### config.mk
export PLATFORM = sky130hd
export DESIGN_NAME = midi_rx_parser_flat
export DESIGN_NICKNAME = d
export VERILOG_FILES = /design/src/rtl/midi_pkg.sv /design/src/rtl/midi_rx_parser_if.sv /design/src/rtl/midi_uart_rx.sv /design/src/rtl/midi_rx_parser.sv /design/src/flat_wrapper.sv
export SDC_FILE = /design/constraint.sdc
export NUM_CORES = 1
export LEC_CHECK = 0
export ABC_CLOCK_PERIOD_IN_PS = 2300
export CORE_MARGIN = 8
export CORE_UTILIZATION = 56
export DETAILED_ROUTE_END_ITERATION = 10
export PLACE_DENSITY_LB_ADDON = 0.2
export SLEW_MARGIN = 25
export SYNTH_ARGS = -nofsm -noshare
export SYNTH_HDL_FRONTEND = slang
export SYNTH_SLANG_ARGS = --single-unit
### constraint.sdc
create_clock -name clk -period 2.3 [get_ports clk]
set_input_delay 0.345 -clock clk [delete_from_list [all_inputs] [get_ports clk]]
set_output_delay 0.345 -clock clk [all_outputs]
set_load 0.1 [all_outputs]
### src/rtl/midi_pkg.sv
// -----------------------------------------------------------------------------
// midi_pkg
// Shared definitions for the MIDI receive path:
//   - MIDI status constants (note-off/on nibbles, system and real-time ranges)
//   - bit offsets of the 16-bit note word {on, velocity[6:0], 1'b0, note[6:0]}
//   - UART and parser state enums
//   - make_note_word(): packs the note word from its fields
// -----------------------------------------------------------------------------
package midi_pkg;

   localparam logic [3:0] MIDI_NOTE_OFF = 4'h8;
   localparam logic [3:0] MIDI_NOTE_ON  = 4'h9;
   localparam logic [7:0] MIDI_RT_MIN   = 8'hF8;
   localparam logic [7:0] MIDI_SYS_MIN  = 8'hF0;

   // Note word layout
   localparam int NOTE_ON_BIT  = 15;
   localparam int NOTE_VEL_LSB = 8;
   localparam int NOTE_KEY_LSB = 0;

   typedef enum logic [1:0] {
      UART_IDLE,
      UART_START,
      UART_DATA,
      UART_STOP
   } uart_state_t;

   typedef enum logic [1:0] {
      WAIT_STATUS,
      WAIT_D1,
      WAIT_D2
   } parser_state_t;

   function automatic logic [15:0] make_note_word(input logic       on,
                                                  input logic [6:0] velocity,
                                                  input logic [6:0] note);
      logic [15:0] w;
      w                      = '0;
      w[NOTE_ON_BIT]         = on;
      w[NOTE_VEL_LSB +: 7]   = velocity;
      w[NOTE_KEY_LSB +: 7]   = note;
      return w;
   endfunction

endpackage

### src/rtl/midi_rx_parser_if.sv
// -----------------------------------------------------------------------------
// midi_rx_parser_if
// Note handshake between the MIDI parser (master) and the MIDI memory
// manager (slave).
//   midi_note_out       16-bit note word of the last accepted message
//   note_for_mem        sticky "new note available" flag
//   reset_note_for_mem  level acknowledge from the consumer
// -----------------------------------------------------------------------------
interface midi_rx_parser_if;

   logic [15:0] midi_note_out;
   logic        note_for_mem;
   logic        reset_note_for_mem;

   modport master (
      output midi_note_out,
      output note_for_mem,
      input  reset_note_for_mem
   );

   modport slave (
      input  midi_note_out,
      input  note_for_mem,
      output reset_note_for_mem
   );

endinterface

### src/rtl/midi_uart_rx.sv
// -----------------------------------------------------------------------------
// midi_uart_rx
// 2-flop synchroniser plus 8N1 UART receiver for the MIDI line.
//   clk         system clock
//   reset       asynchronous, active-low reset
//   midi_in     raw MIDI line, idle high, asynchronous to clk
//   rx          synchronised line level
//   data_byte   last received byte (valid while byte_valid is high)
//   byte_valid  one-cycle pulse, byte received with a high stop bit
//   frame_err   one-cycle pulse, byte received with a low stop bit
// The stop bit is sampled at its middle and the FSM returns to idle at once,
// so a start bit immediately following the stop bit is still caught.
// -----------------------------------------------------------------------------
module midi_uart_rx
   import midi_pkg::*;
#(
   parameter int CLKS_PER_BIT = 1600
)(
   input  logic       clk,
   input  logic       reset,
   input  logic       midi_in,
   output logic       rx,
   output logic [7:0] data_byte,
   output logic       byte_valid,
   output logic       frame_err
);

   localparam int               CNT_W    = (CLKS_PER_BIT > 1) ? $clog2(CLKS_PER_BIT) : 1;
   localparam logic [CNT_W-1:0] CNT_LAST = CNT_W'(CLKS_PER_BIT - 1);
   localparam logic [CNT_W-1:0] CNT_HALF = CNT_W'(CLKS_PER_BIT / 2 - 1);

   logic             sync_ff1;
   logic             rx_d;
   uart_state_t      state, state_nxt;
   logic [CNT_W-1:0] cnt, cnt_nxt;
   logic [2:0]       bit_idx, bit_idx_nxt;
   logic [7:0]       shreg, shreg_nxt;
   logic             byte_valid_nxt;
   logic             frame_err_nxt;

   // The shift register only moves in DATA, so it is stable when byte_valid fires.
   assign data_byte = shreg;

   always_ff @(posedge clk or negedge reset) begin
      if (!reset) begin
         sync_ff1   <= 1'b1;
         rx         <= 1'b1;
         rx_d       <= 1'b1;
         state      <= UART_IDLE;
         cnt        <= '0;
         bit_idx    <= '0;
         shreg      <= '0;
         byte_valid <= 1'b0;
         frame_err  <= 1'b0;
      end else begin
         // NOTE: non-blocking assignments so every flop here samples the
         // pre-edge value of the others (sync_ff1 -> rx -> rx_d is a chain).
         sync_ff1   <= midi_in;
         rx         <= sync_ff1;
         rx_d       <= rx;
         state      <= state_nxt;
         cnt        <= cnt_nxt;
         bit_idx    <= bit_idx_nxt;
         shreg      <= shreg_nxt;
         byte_valid <= byte_valid_nxt;
         frame_err  <= frame_err_nxt;
      end
   end

   always_comb begin
      // NOTE: every output of this block gets a default before the case, so
      // no path leaves one unassigned and no latch is inferred.
      state_nxt      = state;
      cnt_nxt        = cnt + 1'b1;
      bit_idx_nxt    = bit_idx;
      shreg_nxt      = shreg;
      byte_valid_nxt = 1'b0;
      frame_err_nxt  = 1'b0;

      case (state)
         UART_IDLE: begin
            cnt_nxt = '0;
            if (rx_d && !rx) begin
               state_nxt = UART_START;
            end
         end

         UART_START: begin
            // Mid start bit: a line that is high again was only a glitch.
            if (cnt == CNT_HALF) begin
               cnt_nxt     = '0;
               bit_idx_nxt = '0;
               state_nxt   = rx ? UART_IDLE : UART_DATA;
            end
         end

         UART_DATA: begin
            if (cnt == CNT_LAST) begin
               cnt_nxt     = '0;
               shreg_nxt   = {rx, shreg[7:1]};   // LSB first
               bit_idx_nxt = bit_idx + 3'd1;
               if (bit_idx == 3'd7) begin
                  state_nxt = UART_STOP;
               end
            end
         end

         UART_STOP: begin
            if (cnt == CNT_LAST) begin
               cnt_nxt        = '0;
               byte_valid_nxt = rx;
               frame_err_nxt  = !rx;
               state_nxt      = UART_IDLE;
            end
         end

         default: begin
            state_nxt = UART_IDLE;
         end
      endcase
   end

endmodule

### src/rtl/midi_rx_parser.sv
// -----------------------------------------------------------------------------
// midi_rx_parser
// MIDI front end: receives the raw MIDI line, deserialises 8N1 bytes and
// turns Note-On / Note-Off messages (with running status) into 16-bit note
// words {on, velocity[6:0], 1'b0, note[6:0]} held under a sticky flag.
//   clk        system clock
//   reset      asynchronous, active-low reset
//   midi_in    raw MIDI line, idle high
//   rx         synchronised line level (activity LED)
//   overrun    sticky: a note completed while note_for_mem was still set
//   frame_err  one-cycle pulse on a byte with a low stop bit
//   note_if    note word / sticky flag / acknowledge to the memory manager
// -----------------------------------------------------------------------------
module midi_rx_parser
   import midi_pkg::*;
#(
   parameter int CLK_HZ = 50_000_000,
   parameter int BAUD   = 31_250
)(
   input  logic             clk,
   input  logic             reset,
   input  logic             midi_in,
   output logic             rx,
   output logic             overrun,
   output logic             frame_err,
   midi_rx_parser_if.master note_if
);

   localparam int CLKS_PER_BIT = CLK_HZ / BAUD;

   logic [7:0]    rx_byte;
   logic          byte_valid;

   parser_state_t p_state, p_state_nxt;
   logic          rs_valid, rs_valid_nxt;   // a running status is held
   logic          rs_on, rs_on_nxt;         // held status is 0x9n
   logic [6:0]    note_key, note_key_nxt;
   logic [15:0]   note_word, note_word_nxt;
   logic          note_flag, note_flag_nxt;
   logic          overrun_nxt;
   logic          complete;

   midi_uart_rx #(
      .CLKS_PER_BIT (CLKS_PER_BIT)
   ) u_uart (
      .clk        (clk),
      .reset      (reset),
      .midi_in    (midi_in),
      .rx         (rx),
      .data_byte  (rx_byte),
      .byte_valid (byte_valid),
      .frame_err  (frame_err)
   );

   assign note_if.midi_note_out = note_word;
   assign note_if.note_for_mem  = note_flag;

   always_ff @(posedge clk or negedge reset) begin
      if (!reset) begin
         p_state   <= WAIT_STATUS;
         rs_valid  <= 1'b0;
         rs_on     <= 1'b0;
         note_key  <= '0;
         note_word <= '0;
         note_flag <= 1'b0;
         overrun   <= 1'b0;
      end else begin
         p_state   <= p_state_nxt;
         rs_valid  <= rs_valid_nxt;
         rs_on     <= rs_on_nxt;
         note_key  <= note_key_nxt;
         note_word <= note_word_nxt;
         note_flag <= note_flag_nxt;
         overrun   <= overrun_nxt;
      end
   end

   always_comb begin
      p_state_nxt  = p_state;
      rs_valid_nxt = rs_valid;
      rs_on_nxt    = rs_on;
      note_key_nxt = note_key;
      complete     = 1'b0;

      // Real-time bytes (0xF8-0xFF) fall through untouched in every state.
      if (byte_valid && (rx_byte < MIDI_RT_MIN)) begin
         if (rx_byte >= MIDI_SYS_MIN) begin
            rs_valid_nxt = 1'b0;
            p_state_nxt  = WAIT_STATUS;
         end else if (rx_byte[7]) begin
            // A status byte aborts any partial message.
            if ((rx_byte[7:4] == MIDI_NOTE_ON) || (rx_byte[7:4] == MIDI_NOTE_OFF)) begin
               rs_valid_nxt = 1'b1;
               rs_on_nxt    = (rx_byte[7:4] == MIDI_NOTE_ON);
               p_state_nxt  = WAIT_D1;
            end else begin
               rs_valid_nxt = 1'b0;
               p_state_nxt  = WAIT_STATUS;
            end
         end else begin
            case (p_state)
               WAIT_STATUS: begin
                  if (rs_valid) begin
                     note_key_nxt = rx_byte[6:0];
                     p_state_nxt  = WAIT_D2;
                  end
               end
               WAIT_D1: begin
                  note_key_nxt = rx_byte[6:0];
                  p_state_nxt  = WAIT_D2;
               end
               WAIT_D2: begin
                  complete    = 1'b1;
                  p_state_nxt = WAIT_D1;
               end
               default: begin
                  p_state_nxt = WAIT_STATUS;
               end
            endcase
         end
      end

      // Handshake: a completion wins over a same-cycle acknowledge.
      note_word_nxt = note_word;
      note_flag_nxt = note_flag;
      if (complete) begin
         note_word_nxt = make_note_word(rs_on && (rx_byte[6:0] != 7'd0),
                                        rx_byte[6:0], note_key);
         note_flag_nxt = 1'b1;
      end else if (note_if.reset_note_for_mem) begin
         note_flag_nxt = 1'b0;
      end

      overrun_nxt = overrun | (complete & note_flag);
   end

endmodule

### src/flat_wrapper.sv
// flat-port wrapper written by rule: the top's interface ports become plain ports
module midi_rx_parser_flat import midi_pkg::*;
#(
   parameter int CLK_HZ = 50_000_000,
   parameter int BAUD   = 31_250
)
  (clk, reset, midi_in, rx, overrun, frame_err, note_if_midi_note_out, note_if_note_for_mem, note_if_reset_note_for_mem);
  midi_rx_parser_if note_if_i ();
  input  logic clk;
  input  logic reset;
  input  logic midi_in;
  output logic rx;
  output logic overrun;
  output logic frame_err;
  output wire logic [$bits(note_if_i.midi_note_out)-1:0] note_if_midi_note_out;
  output wire logic [$bits(note_if_i.note_for_mem)-1:0] note_if_note_for_mem;
  input wire logic [$bits(note_if_i.reset_note_for_mem)-1:0] note_if_reset_note_for_mem;
  assign note_if_midi_note_out = note_if_i.midi_note_out;
  assign note_if_note_for_mem = note_if_i.note_for_mem;
  assign note_if_i.reset_note_for_mem = note_if_reset_note_for_mem;
  midi_rx_parser #(.CLK_HZ(CLK_HZ), .BAUD(BAUD)) u_core (.clk(clk), .reset(reset), .midi_in(midi_in), .rx(rx), .overrun(overrun), .frame_err(frame_err), .note_if(note_if_i));
endmodule
=== Word level (Yosys, flattened, before mapping) ===
Index checks and enable logic that the tools add are counted.

* Output and inout port bits: 20
* Bits in registers: 57
* Word-level logic and storage cells: 94
* Bits of input ports: 4

* Reduce and logical (&&, ||, !) cells: 20
* Order comparisons: 2
* Add/subtract/negate cells: 2
* Bitwise logic cells: 4
* Mux-type cells: 33
* Equality and inequality tests: 17

{| class="wikitable"
|+ Operators with widths
! cell !! count
|-
| $pmux 11 s3 || 1
|-
| $mux 11 || 2
|-
| $mux 2 || 9
|-
| $mux 1 || 14
|-
| $pmux 7 s2 || 1
|-
| $add 11x1->11 const B || 1
|-
| $eq 11x10->1 const B || 1
|-
| $eq 11x11->1 const B || 1
|-
| $ne 2x2->1 const B || 5
|-
| $reduce_and 5->1 || 2
|-
| $eq 4x4->1 const B || 2
|-
| $ge 8x8->1 const B || 1
|-
| $lt 8x8->1 const B || 1
|-
| $pmux 2 s4 || 1
|-
| $reduce_bool 2->1 || 4
|-
| $mux 7 || 1
|-
| $reduce_bool 7->1 || 1
|-
| $eq 2x2->1 const B || 3
|-
| $mux 3 || 2
|-
| $pmux 2 s3 || 1
|-
| $pmux 3 s2 || 1
|-
| $reduce_and 2->1 || 3
|-
| $eq 2x1->1 const B || 2
|-
| $logic_not 2->1 || 2
|-
| 13 further kinds || 16
|}

=== Logic depth before layout (Yosys ltp) ===
* Depth in word-level cells: 7
* Gate-level depth with buffers: 7
* Depth with buffers taken out: 5

=== Hierarchy ===
Synthesis repeated with hierarchy kept, for this count alone.

* Cell total of the unflattened synthesis: 189
* Area, all modules: 2,552.4 µm²

{| class="wikitable"
|+ Modules (own cells, without submodules)
! module !! instances !! sequential area each (µm²) !! area an instance (µm²) !! cells each
|-
| midi_uart_rx || 1 || 729.4 || 1,365.1 || 110
|-
| midi_rx_parser || 1 || 700.7 || 1,187.4 || 79
|}

=== Least setup slack after synthesis ===
Ideal clock, no wire load.

* Path type: register -> register
* From: register u_core.u_uart.state[0]
* To: register u_core.u_uart.bit_idx[2]
* Path buffers: 3
* Required time: 2.172 ns
* Setup slack: 0.349 ns
* Arrival: 1.823 ns
* Setup time: 0.128 ns
* Cell stages (with the launch flop): 8
* Clock period less this slack: 1.951 ns
* Path through: dfrtp_1 buf_6 or4b_1 or4_1 buf_6 buf_6 nand3_1 o211ai_2

* Longest elaborated chain between the ends: 3

{| class="wikitable"
|+ RTL lines
! item !! line !! text
|-
| start, declared || midi_uart_rx.sv:34 || <nowiki>uart_state_t state, state_nxt;</nowiki>
|-
| start signal, assigned || midi_uart_rx.sv:61 || <nowiki>state <= state_nxt;</nowiki>
|-
| $eq 2x2->1 or $eq 2x1->1 (tied branches) || midi_uart_rx.sv:80 || <nowiki>case (state)</nowiki>
|-
| $ne 2x2->1 (no line) or $reduce_bool 2->1 (tied branches) || n/a ||
|-
| $reduce_and 3->1 (no line) || n/a ||
|-
| end signal, assigned || midi_uart_rx.sv:63 || <nowiki>bit_idx <= bit_idx_nxt;</nowiki>
|-
| end, declared || midi_uart_rx.sv:36 || <nowiki>logic [2:0] bit_idx, bit_idx_nxt;</nowiki>
|}

Several ways; a longest one is shown, not always the timed one.
A chain may end at the register's enable or synchronous reset.

=== Worst setup path in the final report ===
* From: register u_core.u_uart.state[0]
* To: register u_core.u_uart.shreg[5], in the netlist u_core.u_uart.data_byte[5]

* Longest elaborated chain between the ends: 2

{| class="wikitable"
|+ RTL lines
! item !! line !! text
|-
| $eq 2x2->1 || midi_uart_rx.sv:80 ||
|-
| $reduce_and 2->1 (no line) || n/a ||
|-
| end signal, assigned || midi_uart_rx.sv:64 || <nowiki>shreg <= shreg_nxt;</nowiki>
|-
| end, declared || midi_uart_rx.sv:37 || <nowiki>logic [7:0] shreg, shreg_nxt;</nowiki>
|}

No other way between the ends.

==> impl_metrics.csv <==
group,metric,value,unit
finish,fin_area,0.00278,mm^2
place,place_hpwl,2810,um
clocking,cts.sinks,57,
critical_path,crit_type,"flip-flop to flip-flop",
place,io_buffer_count,22,
critical_path,cpPeakStageDelay,0.52,ns
power,p_per_area,761,mW/mm^2
drt,drtIter0Drc,87,
clocking,cts_tree,"built",
global_route,grt_usage,13.7,%
floorplanning,design.die.area,0.00668,mm^2
place,finalWeightedCongestion,0.856,
clocking,cts.path.max_buffers,2,
critical_path,crit_required,2.50,ns
clocking,ctsHoldBuffers,0,
critical_path,arrival,2.20,ns
sta,max-slew-margin-rel,47.5,%
clocking,cts_buffers,9,
global_route,grt_max_degree,58,
clocking,clkLatencyLatePin,0.32,ns
finish,final_common_cell,"dfrtp_1",
sta,max_slew.worst_pin.slew,0.782,ns
synthesis,synth-seq-area-share,59.1,%
global_route,grt_pass1_wl,6870,um
sta,rsz0062_at_grt,"no",
critical_path,critPathMaxFanout,16,
synthesis,synth_edf_count,0,
critical_path,path_cells,"or4b_1 -> or4_1 -> buf_4 -> mux2_4",
synthesis,ys_seq_elements,57,
floorplanning,num_io_pins,24,
clocking,htree_levels,3,
drt,ant_nets,0,
drt,vias_per_cell,5.37,
synthesis,async_flop_share,100,%
global_route,antenna_found_initial,0,
synthesis,yosys_warnings,0,
sta,max_freq,499,MHz
finish,fillers,324,
sta,setup-tns-final,0,ns
drt,dr.pass1.iters,4,
drt,num_vias,1510,
clocking,cts_post_setup_buffers_inserted,0,
floorplanning,die_w,81.7,um
sta,finClkSkew,0.00409,ns
power,peakVddDrop,508,uV
synthesis,synth.top_cell.area_share,55.9,%
finish,layout.cells.non_filler,281,
synthesis,synth_cells,197,
sta,finalSetupViolations,0,
finish,drive_gt1_share,22.7,%
floorplanning,fp.dieH,81.7,um
place,dp.cells,267,
sta,hold_viol,0,
outcome,outcome,"finished, final reports clean",
clocking,clock_tree.root_cell,"clkbuf_8",
flow_run,maxCapViolations,0,
finish,most-common-layout-cells,"dfrtp_1 (54), nor2_1 (23), buf_4 (22), nand2_1 (15), mux2_1 (15)",
drt,finalWirelength,4040,um
critical_path,crit_slowest_cell,"or4b_1",
synthesis,synth.cell_area,0.00242,mm^2
clocking,cts-resized-gates,0,
global_route,overflow,0,
sta,slew_violations,0,
synthesis,yosys-top-cells-area,"dfrtp_1 (56%), mux2_1 (7.0%), mux2_2 (3.7%)",
power,leakagePower,0.00141,uW
synthesis,synth-main-ff-cell,"dfrtp_1",
drt,drc,0,
floorplanning,start_util,56.7,%
finish,nets,233,
floorplanning,core-area,0.00426,mm^2
place,placed_area,0.00262,mm^2
drt,wl_per_cell,14.4,um
clocking,clk_pin_slew,0.06,ns
finish,syn_to_final_growth,15.1,%
critical_path,start_kind,"flip-flop",
sta,period_needed,2.00,ns
synthesis,synth_top_cell_by_area,"dfrtp_1",
synthesis,avgSynthCellArea,12.3,um^2
synthesis,synth_cell_types,38,
min_path,holdCritPathClass,"input port to async pin",
finish,antennaDiodeCount,0,
floorplanning,num_rows,24,
synthesis,synth_fp_nets,204,
sta,fin_crit_sh,87.1,%
global_route,grt_pass1_vias,1518,
critical_path,endpoint_kind,"flip-flop",
cell type report:
cell class                      instances  area [um^2]  share of cell area [%]
Inverter                                8         30.0                    1.08
Tap cell                               52         65.1                    2.34
Clock buffer                           14          163                    5.85
Sequential cell                        57         1430                    51.4
Multi-Input combinational cell        125          905                    32.5
Timing Repair Buffer                   25          190                    6.83
metrics by stage:
stage          utilization [%]  total power [uW]  hold slack [ns]  setup WS (ns)
6_report                  65.3              2120            0.153          0.296
4_1_cts                   65.3              2140            0.173          0.295
2_1_floorplan                -              1290           0.0494          0.349
3_3_place_gp              61.4              1340            0.346          0.334
3_5_place_dp              61.4              1360            0.347          0.300
5_1_grt                   65.3              2230            0.210          0.194
report_power, final:
part,switching [uW],internal [uW]
logic,110,73.8
clock network,341,439
registers,83.1,1070
kinds of logic after synthesis:
logic type	count (synthesis)	synth area share (%)
and+or+nand+nor	64	13.0
DFF	57	59.1
xor gates and xnor gates	9	3.26
other	1	0.155
buffers and inverters	15	3.47
AOI/OAI and AO/OA	19	5.02
muxes	29	14.4
adders and majority gates	3	1.55
final timing paths:
check,from,end,slack [ns],cells past startpoint
max in group asynchronous,reset,u_core.u_uart.cnt[3],1.69,2
setup / recovery,u_core.u_uart.state[0],u_core.u_uart.data_byte[5],0.30,4
hold / removal,reset,u_core.note_if.midi_note_out[0],0.15,2
min in group clk,u_core.u_uart.sync_ff1,u_core.u_uart.rx,0.36,0
setup reg to reg,u_core.u_uart.state[0],u_core.u_uart.data_byte[5],0.30,4
hold reg to reg,u_core.u_uart.sync_ff1,u_core.u_uart.rx,0.36,0
per-layer routing:
layer  track usage [%]  vias to the layer above  routed length [um]
li1                  -                      740                   -
met1              14.7                      742                1730
met2              23.0                       20                2040
met3              4.60                        8                 187
met4              8.07                        0                  80
met5                 0                        -                   0
registers in the layout, summed over array words and instances (netlist names), named ones only:
signal and cells:
u_core.u_uart.bit_idx 3, u_core.u_uart.byte_valid 1, u_core.u_uart.state 1, u_core.overrun 1
u_core.u_uart.rx_d 1, u_core.note_key 7, u_core.u_uart.cnt 11, u_core.rs_on 1
u_core.u_uart.sync_ff1 1, u_core.u_uart.data_byte 8, u_core.u_uart.rx 1, u_core.note_if.midi_note_out 15
u_core.note_if.note_for_mem 1, u_core.rs_valid 1, u_core.u_uart.frame_err 1, u_core.p_state 2
worst max-delay path: cells and delay by family, from the launching register on:
family        cells  cell delay (ns)
simple gates      2             0.92
flops             1             0.44
mux               1             0.31
buf+inv           1             0.21
Yosys cell counts, types with 2 or more instances:
cell type	count
nor3_1	2
nor2_1	23
nand3_1	7
dfstp_2	3
inv_1	8
nor4_1	4
buf_6	3
nand4_1	2
mux2_4	6
o211ai_1	3
o21ai_0	3
xnor2_1	7
clkbuf_1	2
xor2_1	2
mux2_2	8
nor3b_1	2
ha_1	3
nand2_1	15
o21ai_1	6
o22ai_1	2
dfrtp_1	54
mux2_1	15
nand2b_1	2
(Power assumes the default switching activity.)
